[config.mk]
export PLATFORM = sky130hd
export DESIGN_NAME = decode_unit
export DESIGN_NICKNAME = d
export VERILOG_FILES = /design/src/rtl/decode_unit.sv
export SDC_FILE = /design/constraint.sdc
export NUM_CORES = 1
export LEC_CHECK = 0
export CAP_MARGIN = 20
export CORE_UTILIZATION = 48
export DETAILED_ROUTE_END_ITERATION = 7
export HOLD_SLACK_MARGIN = 0.08
export PLACE_DENSITY = 0.95
export SYNTH_ARGS = -nofsm -noshare
export SYNTH_HDL_FRONTEND = slang
export SYNTH_SLANG_ARGS = --single-unit
export TNS_END_PERCENT = 1
[constraint.sdc]
create_clock -name clk -period 5.6 [get_ports clk]
set_clock_uncertainty 0.15 [all_clocks]
set_input_delay 1.4 -clock clk [delete_from_list [all_inputs] [get_ports clk]]
set_output_delay 1.4 -clock clk [all_outputs]
set_load 0.05 [all_outputs]
[src/rtl/decode_unit.sv]
// rtl/decode_unit.sv - RV32I instruction decoder, registered outputs; DECODE_M_EXT_EN enables RV32M decode on OP
module decode_unit (
    input  logic        clk,
    input  logic        rst,
    input  logic [31:0] inst,
    input  logic        inst_valid,
    output logic        valid_o,
    output logic [6:0]  opcode,
    output logic [4:0]  rd,
    output logic [2:0]  funct3,
    output logic [4:0]  rs1,
    output logic [4:0]  rs2,
    output logic [6:0]  funct7,
    output logic [31:0] imm,
    output logic [2:0]  fmt,
    output logic [4:0]  alu_op,
    output logic        alu_src_imm,
    output logic        reg_write,
    output logic        mem_read,
    output logic        mem_write,
    output logic        branch,
    output logic        jump,
    output logic        illegal
);

    localparam logic [6:0] OPC_LUI    = 7'h37;
    localparam logic [6:0] OPC_AUIPC  = 7'h17;
    localparam logic [6:0] OPC_JAL    = 7'h6F;
    localparam logic [6:0] OPC_JALR   = 7'h67;
    localparam logic [6:0] OPC_BRANCH = 7'h63;
    localparam logic [6:0] OPC_LOAD   = 7'h03;
    localparam logic [6:0] OPC_STORE  = 7'h23;
    localparam logic [6:0] OPC_OP_IMM = 7'h13;
    localparam logic [6:0] OPC_OP     = 7'h33;
    localparam logic [6:0] OPC_FENCE  = 7'h0F;
    localparam logic [6:0] OPC_SYSTEM = 7'h73;

    localparam logic [2:0] FMT_R    = 3'd0;
    localparam logic [2:0] FMT_I    = 3'd1;
    localparam logic [2:0] FMT_S    = 3'd2;
    localparam logic [2:0] FMT_B    = 3'd3;
    localparam logic [2:0] FMT_U    = 3'd4;
    localparam logic [2:0] FMT_J    = 3'd5;
    localparam logic [2:0] FMT_NONE = 3'd7;

    localparam logic [4:0] ALU_ADD    = 5'd0;
    localparam logic [4:0] ALU_SUB    = 5'd1;
    localparam logic [4:0] ALU_SLL    = 5'd2;
    localparam logic [4:0] ALU_SLT    = 5'd3;
    localparam logic [4:0] ALU_SLTU   = 5'd4;
    localparam logic [4:0] ALU_XOR    = 5'd5;
    localparam logic [4:0] ALU_SRL    = 5'd6;
    localparam logic [4:0] ALU_SRA    = 5'd7;
    localparam logic [4:0] ALU_OR     = 5'd8;
    localparam logic [4:0] ALU_AND    = 5'd9;
    localparam logic [4:0] ALU_PASS_B = 5'd10;

    localparam logic [6:0] F7_BASE = 7'h00;
    localparam logic [6:0] F7_ALT  = 7'h20;
    localparam logic [6:0] F7_MULDIV = 7'h01;

    // Base integer op selected by funct3; alt picks SUB/SRA where they exist
    function automatic logic [4:0] base_alu(input logic [2:0] f3, input logic alt);
        logic [4:0] op;
        op = ALU_ADD;
        case (f3)
            3'd0: op = alt ? ALU_SUB : ALU_ADD;
            3'd1: op = ALU_SLL;
            3'd2: op = ALU_SLT;
            3'd3: op = ALU_SLTU;
            3'd4: op = ALU_XOR;
            3'd5: op = alt ? ALU_SRA : ALU_SRL;
            3'd6: op = ALU_OR;
            default: op = ALU_AND;
        endcase
        return op;
    endfunction

    logic [6:0]  f_opc;
    logic [2:0]  f_f3;
    logic [6:0]  f_f7;

    logic [2:0]  d_fmt;
    logic [4:0]  d_alu_op;
    logic        d_src_imm;
    logic        d_reg_write;
    logic        d_mem_read;
    logic        d_mem_write;
    logic        d_branch;
    logic        d_jump;
    logic        d_illegal;
    logic [31:0] d_imm;

    assign f_opc = inst[6:0];
    assign f_f3  = inst[14:12];
    assign f_f7  = inst[31:25];

    // Opcode/function decode into format, ALU op and control strobes
    always_comb begin
        d_fmt       = FMT_NONE;
        d_alu_op    = ALU_ADD;
        d_src_imm   = 1'b0;
        d_reg_write = 1'b0;
        d_mem_read  = 1'b0;
        d_mem_write = 1'b0;
        d_branch    = 1'b0;
        d_jump      = 1'b0;
        d_illegal   = 1'b0;

        case (f_opc)
            OPC_LUI: begin
                d_fmt       = FMT_U;
                d_alu_op    = ALU_PASS_B;
                d_src_imm   = 1'b1;
                d_reg_write = 1'b1;
            end
            OPC_AUIPC: begin
                d_fmt       = FMT_U;
                d_src_imm   = 1'b1;
                d_reg_write = 1'b1;
            end
            OPC_JAL: begin
                d_fmt       = FMT_J;
                d_jump      = 1'b1;
                d_reg_write = 1'b1;
            end
            OPC_JALR: begin
                d_fmt       = FMT_I;
                d_jump      = 1'b1;
                d_reg_write = 1'b1;
                d_src_imm   = 1'b1;
                d_illegal   = (f_f3 != 3'd0);
            end
            OPC_BRANCH: begin
                d_fmt    = FMT_B;
                d_branch = 1'b1;
                case (f_f3)
                    3'd0, 3'd1: d_alu_op = ALU_SUB;
                    3'd4, 3'd5: d_alu_op = ALU_SLT;
                    3'd6, 3'd7: d_alu_op = ALU_SLTU;
                    default:    d_illegal = 1'b1;
                endcase
            end
            OPC_LOAD: begin
                d_fmt       = FMT_I;
                d_mem_read  = 1'b1;
                d_reg_write = 1'b1;
                d_src_imm   = 1'b1;
                d_illegal   = (f_f3 == 3'd3) || (f_f3 == 3'd6) || (f_f3 == 3'd7);
            end
            OPC_STORE: begin
                d_fmt       = FMT_S;
                d_mem_write = 1'b1;
                d_src_imm   = 1'b1;
                d_illegal   = (f_f3 > 3'd2);
            end
            OPC_OP_IMM: begin
                d_fmt       = FMT_I;
                d_reg_write = 1'b1;
                d_src_imm   = 1'b1;
                // funct7 only qualifies the shift forms; other funct3 use those bits as immediate
                d_alu_op    = base_alu(f_f3, (f_f3 == 3'd5) && (f_f7 == F7_ALT));
                if (f_f3 == 3'd1) begin
                    d_illegal = (f_f7 != F7_BASE);
                end else if (f_f3 == 3'd5) begin
                    d_illegal = (f_f7 != F7_BASE) && (f_f7 != F7_ALT);
                end
            end
            OPC_OP: begin
                d_fmt       = FMT_R;
                d_reg_write = 1'b1;
                if (f_f7 == F7_BASE) begin
                    d_alu_op = base_alu(f_f3, 1'b0);
                end else if (f_f7 == F7_ALT) begin
                    d_alu_op  = base_alu(f_f3, 1'b1);
                    d_illegal = (f_f3 != 3'd0) && (f_f3 != 3'd5);
`ifdef DECODE_M_EXT_EN
                end else if (f_f7 == F7_MULDIV) begin
                    d_alu_op = {2'b10, f_f3};
`endif
                end else begin
                    d_illegal = 1'b1;
                end
            end
            OPC_FENCE: begin
                d_fmt = FMT_NONE;
            end
            OPC_SYSTEM: begin
                // Only ECALL and EBREAK are supported; CSR and other SYSTEM forms trap
                d_illegal = (inst[31:7] != 25'h0) && (inst[31:7] != 25'h2000);
            end
            default: begin
                d_illegal = 1'b1;
            end
        endcase

        if (d_illegal) begin
            d_fmt       = FMT_NONE;
            d_alu_op    = ALU_ADD;
            d_src_imm   = 1'b0;
            d_reg_write = 1'b0;
            d_mem_read  = 1'b0;
            d_mem_write = 1'b0;
            d_branch    = 1'b0;
            d_jump      = 1'b0;
        end
    end

    // Immediate assembly for the final format; illegal encodings fall to none and yield 0
    always_comb begin
        d_imm = 32'h0;
        case (d_fmt)
            FMT_I:   d_imm = {{20{inst[31]}}, inst[31:20]};
            FMT_S:   d_imm = {{20{inst[31]}}, inst[31:25], inst[11:7]};
            FMT_B:   d_imm = {{19{inst[31]}}, inst[31], inst[7], inst[30:25], inst[11:8], 1'b0};
            FMT_U:   d_imm = {inst[31:12], 12'h0};
            FMT_J:   d_imm = {{11{inst[31]}}, inst[31], inst[19:12], inst[20], inst[30:21], 1'b0};
            default: d_imm = 32'h0;
        endcase
    end

    // Pipeline register; strobes and illegal are qualified by inst_valid, fields always captured
    always_ff @(posedge clk or posedge rst) begin
        if (rst) begin
            valid_o     <= 1'b0;
            opcode      <= 7'h0;
            rd          <= 5'h0;
            funct3      <= 3'h0;
            rs1         <= 5'h0;
            rs2         <= 5'h0;
            funct7      <= 7'h0;
            imm         <= 32'h0;
            fmt         <= FMT_NONE;
            alu_op      <= ALU_ADD;
            alu_src_imm <= 1'b0;
            reg_write   <= 1'b0;
            mem_read    <= 1'b0;
            mem_write   <= 1'b0;
            branch      <= 1'b0;
            jump        <= 1'b0;
            illegal     <= 1'b0;
        end else begin
            valid_o     <= inst_valid;
            opcode      <= inst[6:0];
            rd          <= inst[11:7];
            funct3      <= inst[14:12];
            rs1         <= inst[19:15];
            rs2         <= inst[24:20];
            funct7      <= inst[31:25];
            imm         <= d_imm;
            fmt         <= d_fmt;
            alu_op      <= d_alu_op;
            alu_src_imm <= d_src_imm;
            reg_write   <= d_reg_write & inst_valid;
            mem_read    <= d_mem_read  & inst_valid;
            mem_write   <= d_mem_write & inst_valid;
            branch      <= d_branch    & inst_valid;
            jump        <= d_jump      & inst_valid;
            illegal     <= d_illegal   & inst_valid;
        end
    end

endmodule

==> reports/metrics.yaml, run 1 <==
status:
  status: "complete, no violations"
logic_synthesis:
  synth_cell_types: 52
  yosys_warnings: 0
  synth_edf_count: 0
  synth_nets: 307
  syn_avg_cell_area_um2: 11.7
  synth_top_family_by_area: "simple AND/OR/NAND/NOR gates"
  synth_area_leader_cell: "dfrtp_1"
  synth_compound_area_share_pct: 13.6
  async_reset_ff_share_pct: 100
  synthAdderAreaFrac_pct: 0
  netlist_top_cells_area: "dfrtp_1, nand2_1, o21ai_0"
  ys.flop_type: "dfrtp_1"
  synthMuxAreaShare_pct: 0
  synth.top_cell.area_share_pct: 59.9
  synth_area_um2: 3170
  syn-instance-count: 272
  ys_seq_elements: 79
  synth-xor-area-share_pct: 0
  synth_simple_gate_area_share_pct: 19.7
  yosysSeqAreaShare_pct: 62.4
worst_setup_path:
  critPathLaunch: "inst[31]"
  critPathLaunchType: "primary input"
  crit_type: "primary input to flip-flop"
  cp-end-kind: "flip-flop"
  cp.required_ns: 5.73
  worst_ep_arrival_time_ns: 4.28
  critPathMaxFanout: 23
detailed_routing:
  ant_nets: 0
  dr.pass1.iters: 4
  drt_iter0_drc: 156
  wl_per_cell_um: 17.8
  wl_um: 8230
  drc_errors: 0
  vias_per_cell: 5.51
  num_vias: 2547
grt:
  grt_max_degree: 52
  grt_pass1_vias: 2580
  antenna_found_initial: 0
  grt_pass1_wl_um: 13300
  grt_remaining_overflow: 0
  grt_util_all_layers_pct: 24.8
power_and_ir_drop:
  power.density_nw_per_um2: 269
  power.share.clock_pct: 37.7
  power.share.sequential_pct: 47.8
  combPwrFrac_pct: 14.4
  switching_share_pct: 26.1
  p_switching_w: 0.000321
  p_leak_nw: 1.83
  p_int_w: 0.000910
  peakVddDrop_uv: 183
final_layout:
  multi_input_area_um2: 1070
  post-route-util_pct: 71.9
  antenna_cells: 0
  ff_latch_area_um2: 1980
  layout_commonest_cell: "clkdlybuf4s50_1"
  nNetsFinal: 415
  mostFrequentLayoutCells: "clkdlybuf4s50_1, dfrtp_1, nand2_1, o21ai_0"
  area_delta_synth_final_pct: 43.9
  fin_area_um2: 4570
  fillers: 410
  drive_above_1_share_pct: 10.9
sta:
  fmax_ghz: 0.241
  slew_headroom_pct: 29.9
  period_needed_ns: 4.15
  rsz0062_at_grt: "no"
  whs_ns: 1.22
  finalHoldViolations: 0
  setup_violations: 0
  fin_crit_sh_pct: 74.2
  drv_slew: 0
  worst_pin_slew_ns: 1.05
  finalSetupTns_ns: 0
floorplan:
  dieWidth_um: 83.3
  ioPinCount: 115
  coreArea_um2: 6350
  start_util_pct: 50.0
  die_height_um: 83.3
  std_cell_rows: 29
  dieArea_um2: 6940
clock_network:
  cts_resized: 0
  cts_tree: "built"
  clockBufferDepth: 2
  cts_sinks: 79
  path_clk_slew_ns: 0.08
  cts_made_buffers: 9
  htree_levels: 3
  post_cts.repair.setup_buffers: 0
  hold_buffers: 0
  root_buffer: "clkbuf_8"
place:
  dp_hpwl_um: 5900
  gp_congestion: 0.888
  placed_cell_area_um2: 4350
  io_buffers: 113
worst_hold_path:
  min_path_type: "primary input to async pin"
flow_run:
  timing.max_cap.violations: 0
-- power groups by stage --
stage | Sequential (W) | Clock, W | Combinational [W]
final | 0.000589 | 0.000464 | 0.000178
after global routing | 0.000590 | 0.000494 | 0.000188
after CTS | 0.000589 | 0.000469 | 0.000179
after detailed placement | 0.000600 | 0 | 0.000178
after global placement | 0.000599 | 0 | 0.000174
after floorplan | 0.000653 | 0 | 0.0000487
-- area by class of cell --
type	count	area share, %
Timing Repair Buffer	116	25.7
Inverter	7	0.603
Multi-Input combinational cell	167	23.5
Sequential cell	79	43.4
Tap cell	77	2.11
Clock inverter	3	1.51
Clock buffer	13	3.26
-- stage by stage --
stage	total power, W	std cells	worst slack, ns
2_1_floorplan	0.000702	272	2.03
3_3_place_gp	0.000773	445	1.15
3_5_place_dp	0.000777	446	1.10
5_1_grt	0.00127	462	1.28
6_report	0.00123	462	1.45
4_1_cts	0.00124	462	1.46
-- path summary, 6_finish.rpt --
check / endpoint / slack (ns) / cells after the start
setup / recovery: fmt[2] / 1.45 / 6
hold / removal: branch / 1.22 / 2
max in group asynchronous: rs1[4] / 3.07 / 3
min in group clk: rs1[0] / 1.40 / 1
-- kinds of logic after synthesis --
| logic type | count (synthesis) |
|---|---|
| AOI/OAI and AO/OA | 59 |
| and+or+nand+nor | 107 |
| DFF | 79 |
| buffers and inverters | 26 |
| other | 1 |
-- cells in the mapped netlist, types with 6 or more instances --
master and number:
nor2b_1 6, inv_1 7, nor3_2 10, nand3_1 6
a22oi_1 7, nor3_1 6, nor4_1 6, nand2_1 37
o21ai_0 24, clkbuf_1 9, nor2_1 8, dfrtp_1 76
-- state kept, by name, summed over array words and instances (netlist names) --
signal and count:
opcode 7, imm 32, rd 5, rs2 5
jump 1, illegal 1, alu_op 4, reg_write 1
funct7 7, branch 1, alu_src_imm 1, fmt 3
rs1 5, valid_o 1, mem_write 1, mem_read 1
funct3 3
-- worst max-delay path, stage by stage --
cell and delay [ns]:
clkdlybuf4s50_1 0.53, nor4_1 0.44, nand2_1 0.23, o41ai_2 0.42, nand2_1 0.66, or3_1 0.59
-- per-layer routing --
metal | track usage, % | vias up | share of wire, %
met5 | 0 | - | 0
met4 | 9.09 | 0 | 1.3
met3 | 6.06 | 10 | 6.4
met2 | 41.1 | 108 | 51
met1 | 31.8 | 1241 | 41
li1 | - | 1188 | -
Note: power is estimated with default switching activity, not from simulation.
==> run 2, diff against run 1 <==
Settings changed: CORE_UTILIZATION 48 to 40, PLACE_DENSITY 0.95 to 0.88.
Clock period 5.6 ns to 3.4 ns, I/O delays scaled along.
==> run 2 against run 1 <==
Against the previous run:
- setup slack lost 1.1 ns
- combinational power is 74% higher
- final area grew 3.5%
- global-route usage shrank 2.2 points
- non-clock buffer count grew 20
- power increased by 62%
- clock power increased by 53%
- flip-flop and latch count unchanged
- sequential power up 65%
- critical path depth grew 1
- critical path type unchanged
- largest cell class unchanged
- largest power group unchanged
==> reports/metrics.yaml, run 2 (synthesized netlist as in run 1, its figures left out) <==
flow_run:
  timing.max_cap.violations: 0
floorplan:
  coreArea_um2: 7690
  die_height_um: 91.1
  dieArea_um2: 8300
  std_cell_rows: 32
  start_util_pct: 41.3
  dieWidth_um: 91.1
  ioPinCount: 115
worst_setup_path:
  critPathLaunch: "inst[26]"
  cp.required_ns: 3.49
  crit_type: "primary input to flip-flop"
  critPathMaxFanout: 11
  crit_end: "alu_op[2]"
  critPathLaunchType: "primary input"
  worst_ep_arrival_time_ns: 3.13
  cp-end-kind: "flip-flop"
final_layout:
  fillers: 636
  regMostFlops: "imm"
  top_regs: "imm x32, funct7 x7, opcode x7"
  area_delta_synth_final_pct: 49.0
  layout_commonest_cell: "clkdlybuf4s50_1"
  antenna_cells: 0
  nNetsFinal: 435
  largest_reg_flops: 32
  instances_no_fill: 507
  mostFrequentLayoutCells: "clkdlybuf4s50_1, dfrtp_1, nand2_1, o21ai_0, buf_4"
  drive_above_1_share_pct: 16.0
sta:
  period_needed_ns: 3.04
  finalHoldViolations: 0
  worst_pin_slew_ns: 0.548
  fmax_ghz: 0.329
  finalSetupTns_ns: 0
  drv_slew: 0
  rsz0062_at_grt: "no"
  slew_headroom_pct: 62.9
  setup_violations: 0
  fin_crit_sh_pct: 89.4
detailed_routing:
  ant_nets: 0
  wl_per_cell_um: 17.1
  drc_errors: 0
  num_vias: 2674
  wl_um: 8670
  vias_per_cell: 5.27
  drt_iter0_drc: 159
  dr.pass1.iters: 4
grt:
  grt_pass1_wl_um: 14500
  grt_max_degree: 62
  grt_remaining_overflow: 0
  grt_pass1_vias: 2719
  grt_util_all_layers_pct: 22.7
  antenna_found_initial: 0
status:
  status: "complete, no violations"
clock_network:
  path_clk_slew_ns: 0.09
  clockBufferDepth: 2
  root_buffer: "clkbuf_8"
  post_cts.repair.setup_buffers: 0
  cts_sinks: 79
  hold_buffers: 0
  cts_made_buffers: 9
  cts_tree: "built"
  cts_resized: 0
  htree_levels: 3
power_and_ir_drop:
  peakVddDrop_uv: 214
  p_leak_nw: 1.92
  power.density_nw_per_um2: 421
place:
  dp_hpwl_um: 6420
  io_buffers: 113
  gp_congestion: 0.914
  dp_cells: 491
worst_hold_path:
  min_path_type: "primary input to async pin"
==> run 2: how the worst min path moves through the flow <==
| stage | startpoint | end | slack (ns) | cells after the start |
|---|---|---|---|---|
| global placement | rst | valid_o | 1.02 | 2 |
| floorplan | inst[12] | funct3[0] | 0.73 | 0 |
| CTS | rst | opcode[4] | 0.64 | 2 |
| global route | rst | valid_o | 0.65 | 2 |
| detailed placement | rst | valid_o | 1.01 | 2 |
| finish | rst | imm[10] | 0.63 | 2 |
==> run 2: power by group <==
part | leakage [nW] | internal, W | total, W | switching (W)
registers | 1.01 | 0.000962 | 0.000969 | 0.00000659
clock network | 0.102 | 0.000349 | 0.000712 | 0.000363
logic | 0.802 | 0.000111 | 0.000309 | 0.000198
total | 1.92 | 0.00142 | 0.00199 | 0.000568
==> run 2: layout make-up <==
class                   count  area [µm²]  area share (%)
flip-flops and latches     79        1980            41.9
repair buffers            136        1320            27.8
multi-input cells         167        1070            22.7
well taps                 102         128            2.70
clock buffers               9         124            2.62
clock inverters             7        80.1            1.69
inverters                   7        27.5           0.582
==> run 2: stage by stage <==
stage | area (µm²) | power [W] | util [%] | worst slack, ns | hold slack [ns]
after global routing | 4730 | 0.00207 | 61.5 | 0.172 | 0.648
after CTS | 4730 | 0.00201 | 61.5 | 0.370 | 0.637
after detailed placement | 4520 | 0.00130 | 58.9 | -0.0326 | 1.01
after floorplan | 3170 | 0.00116 | - | 0.382 | 0.731
final | 4730 | 0.00199 | 61.5 | 0.360 | 0.628
after global placement | 4520 | 0.00129 | 58.9 | 0.127 | 1.02
==> run 2: per-layer routing <==
metal	up-vias	GRT usage [%]	routed length [µm]
met3	11	6.87	640
met4	0	6.08	99
li1	1230	-	-
met5	-	0	0
met2	108	36.1	4260
met1	1325	30.2	3660
==> run 2: critical path: stages <==
cell	delay (ns)
clkdlybuf4s50_1	0.46
nor4_1	0.51
nand2_1	0.24
o41ai_2	0.40
nand2_1	0.16
buf_4	0.22
nor4_1	0.30
==> run 3, diff against run 2 <==
Settings changed: SETUP_SLACK_MARGIN from default to 0.2.
==> run 3 against run 2 <==
Against the previous run:
- final area rose by 0.13%
- maximum frequency rose by 4.0%
- core utilization is 0.081 points higher
- count of clock-buffer cells in the layout is the same
- die area did not move
- largest cell class unchanged
- worst hold slack better by 0.0018 ns
- non-clock buffer count stayed put
- sequential power about the same
==> reports/metrics.yaml, run 3 (synthesized netlist as in run 1, its figures left out) <==
status:
  status: "complete, no violations"
clock_network:
  path_clk_slew_ns: 0.09
  post_cts.repair.setup_buffers: 0
  cts_sinks: 79
  cts_tree: "built"
  cts_made_buffers: 9
  htree_levels: 3
  hold_buffers: 0
  root_buffer: "clkbuf_8"
  clockBufferDepth: 2
grt:
  antenna_found_initial: 0
  grt_remaining_overflow: 0
  grt_pass1_wl_um: 14500
  grt_pass1_vias: 2719
  grt_util_all_layers_pct: 22.7
  grt_max_degree: 62
power_and_ir_drop:
  power.share.sequential_pct: 48.7
  peakVddDrop_uv: 213
  p_switching_w: 0.000566
  p_leak_nw: 1.92
  p_int_w: 0.00142
  combPwrFrac_pct: 15.6
  switching_share_pct: 28.5
  power.density_nw_per_um2: 420
  power.share.clock_pct: 35.7
sta:
  slew_headroom_pct: 62.5
  worst_pin_slew_ns: 0.555
  period_needed_ns: 2.92
  setup_violations: 0
  finalSetupTns_ns: 0
  finalWorstSetupSlack_ns: 0.476
  whs_ns: 0.630
  rsz0062_at_grt: "no"
  fmax_ghz: 0.342
  fin_crit_sh_pct: 86.0
  finalHoldViolations: 0
  drv_slew: 0
worst_setup_path:
  critPathLaunch: "inst[3]"
  cp.required_ns: 3.48
  critPathLaunchType: "primary input"
  crit_type: "primary input to flip-flop"
  worst_ep_arrival_time_ns: 3.00
  critPathMaxFanout: 11
  cp-end-kind: "flip-flop"
floorplan:
  die_height_um: 91.1
  std_cell_rows: 32
  start_util_pct: 41.3
  ioPinCount: 115
  dieWidth_um: 91.1
  dieArea_um2: 8300
  coreArea_um2: 7690
place:
  dp_hpwl_um: 6420
  pre_cts_slack_ns: -0.0326
  gp_congestion: 0.914
  io_buffers: 113
detailed_routing:
  wl_um: 8730
  ant_nets: 0
  drc_errors: 0
  wl_met2_um: 4270
  dr.pass1.iters: 4
  wl_met1_um: 3650
  wl_met3_um: 658
  top_layer_used: "met4"
  vias_per_cell: 5.31
  num_vias: 2694
  drt_iter0_drc: 170
  wl_per_cell_um: 17.2
worst_hold_path:
  min_path_type: "primary input to async pin"
final_layout:
  layout_commonest_cell: "clkdlybuf4s50_1"
  antenna_cells: 0
  top_regs: "imm x32, funct7 x7, opcode x7"
  regMostFlops: "imm"
  post-route-util_pct: 61.6
  largest_reg_flops: 32
  drive_above_1_share_pct: 16.3
  mostFrequentLayoutCells: "clkdlybuf4s50_1, dfrtp_1, nand2_1, o21ai_0, buf_4"
  nNetsFinal: 435
  area_delta_synth_final_pct: 49.2
  fillers: 636
flow_run:
  timing.max_cap.violations: 0
run 3: cell counts in the layout (fill, tap and decap cells not counted):
Identical to the previous run, type by type.
run 3: cell type report:
class | instances | area (µm²) | area share, %
repair buffers | 136 | 1320 | 27.8
inverters | 7 | 27.5 | 0.581
well taps | 102 | 128 | 2.70
multi-input cells | 167 | 1080 | 22.8
clock buffers | 9 | 124 | 2.62
flip-flops and latches | 79 | 1980 | 41.8
clock inverters | 7 | 80.1 | 1.69
run 3: worst paths after layout:
kind,depth (start not counted),end
setup / recovery,7,alu_op[2]
hold / removal,2,imm[10]
min in group clk,1,rd[2]
max in group asynchronous,3,fmt[2]
run 3: power groups by stage:
stage	clock network, W	logic (W)	registers [W]
final	0.000709	0.000310	0.000969
after global routing	0.000773	0.000330	0.000972
after CTS	0.000725	0.000310	0.000969
after detailed placement	0	0.000309	0.000988
after global placement	0	0.000307	0.000987
after floorplan	0	0.0000803	0.00108
run 3: timing repair:
| item | CTS | global route |
|---|---|---|
| endpoints found under the hold margin | 0 | 0 |
| resized for setup | 0 | 1 |
| setup endpoints to repair | 0 | 1 |
run 3: worst max-delay path, cell delays in order:
cell and delay, ns:
clkdlybuf4s50_1 0.58, nand3b_1 0.35, nor4b_1 0.57, o41ai_2 0.17, nand2_1 0.17, buf_4 0.22
nor4_1 0.08
run 3: routing by layer:
layer  vias to the layer above  global-route usage [%]
li1                       1229                       -
met1                      1338                    30.2
met2                       112                    36.1
met3                        15                    6.87
met4                         0                    6.08
met5                         -                       0
run 3: per-stage QoR:
stage	total power (W)	std cells	instance area [µm²]
2_1_floorplan	0.00116	272	3170
3_3_place_gp	0.00129	491	4520
3_5_place_dp	0.00130	491	4520
4_1_cts	0.00201	507	4730
5_1_grt	0.00207	507	4730
6_report	0.00199	507	4730
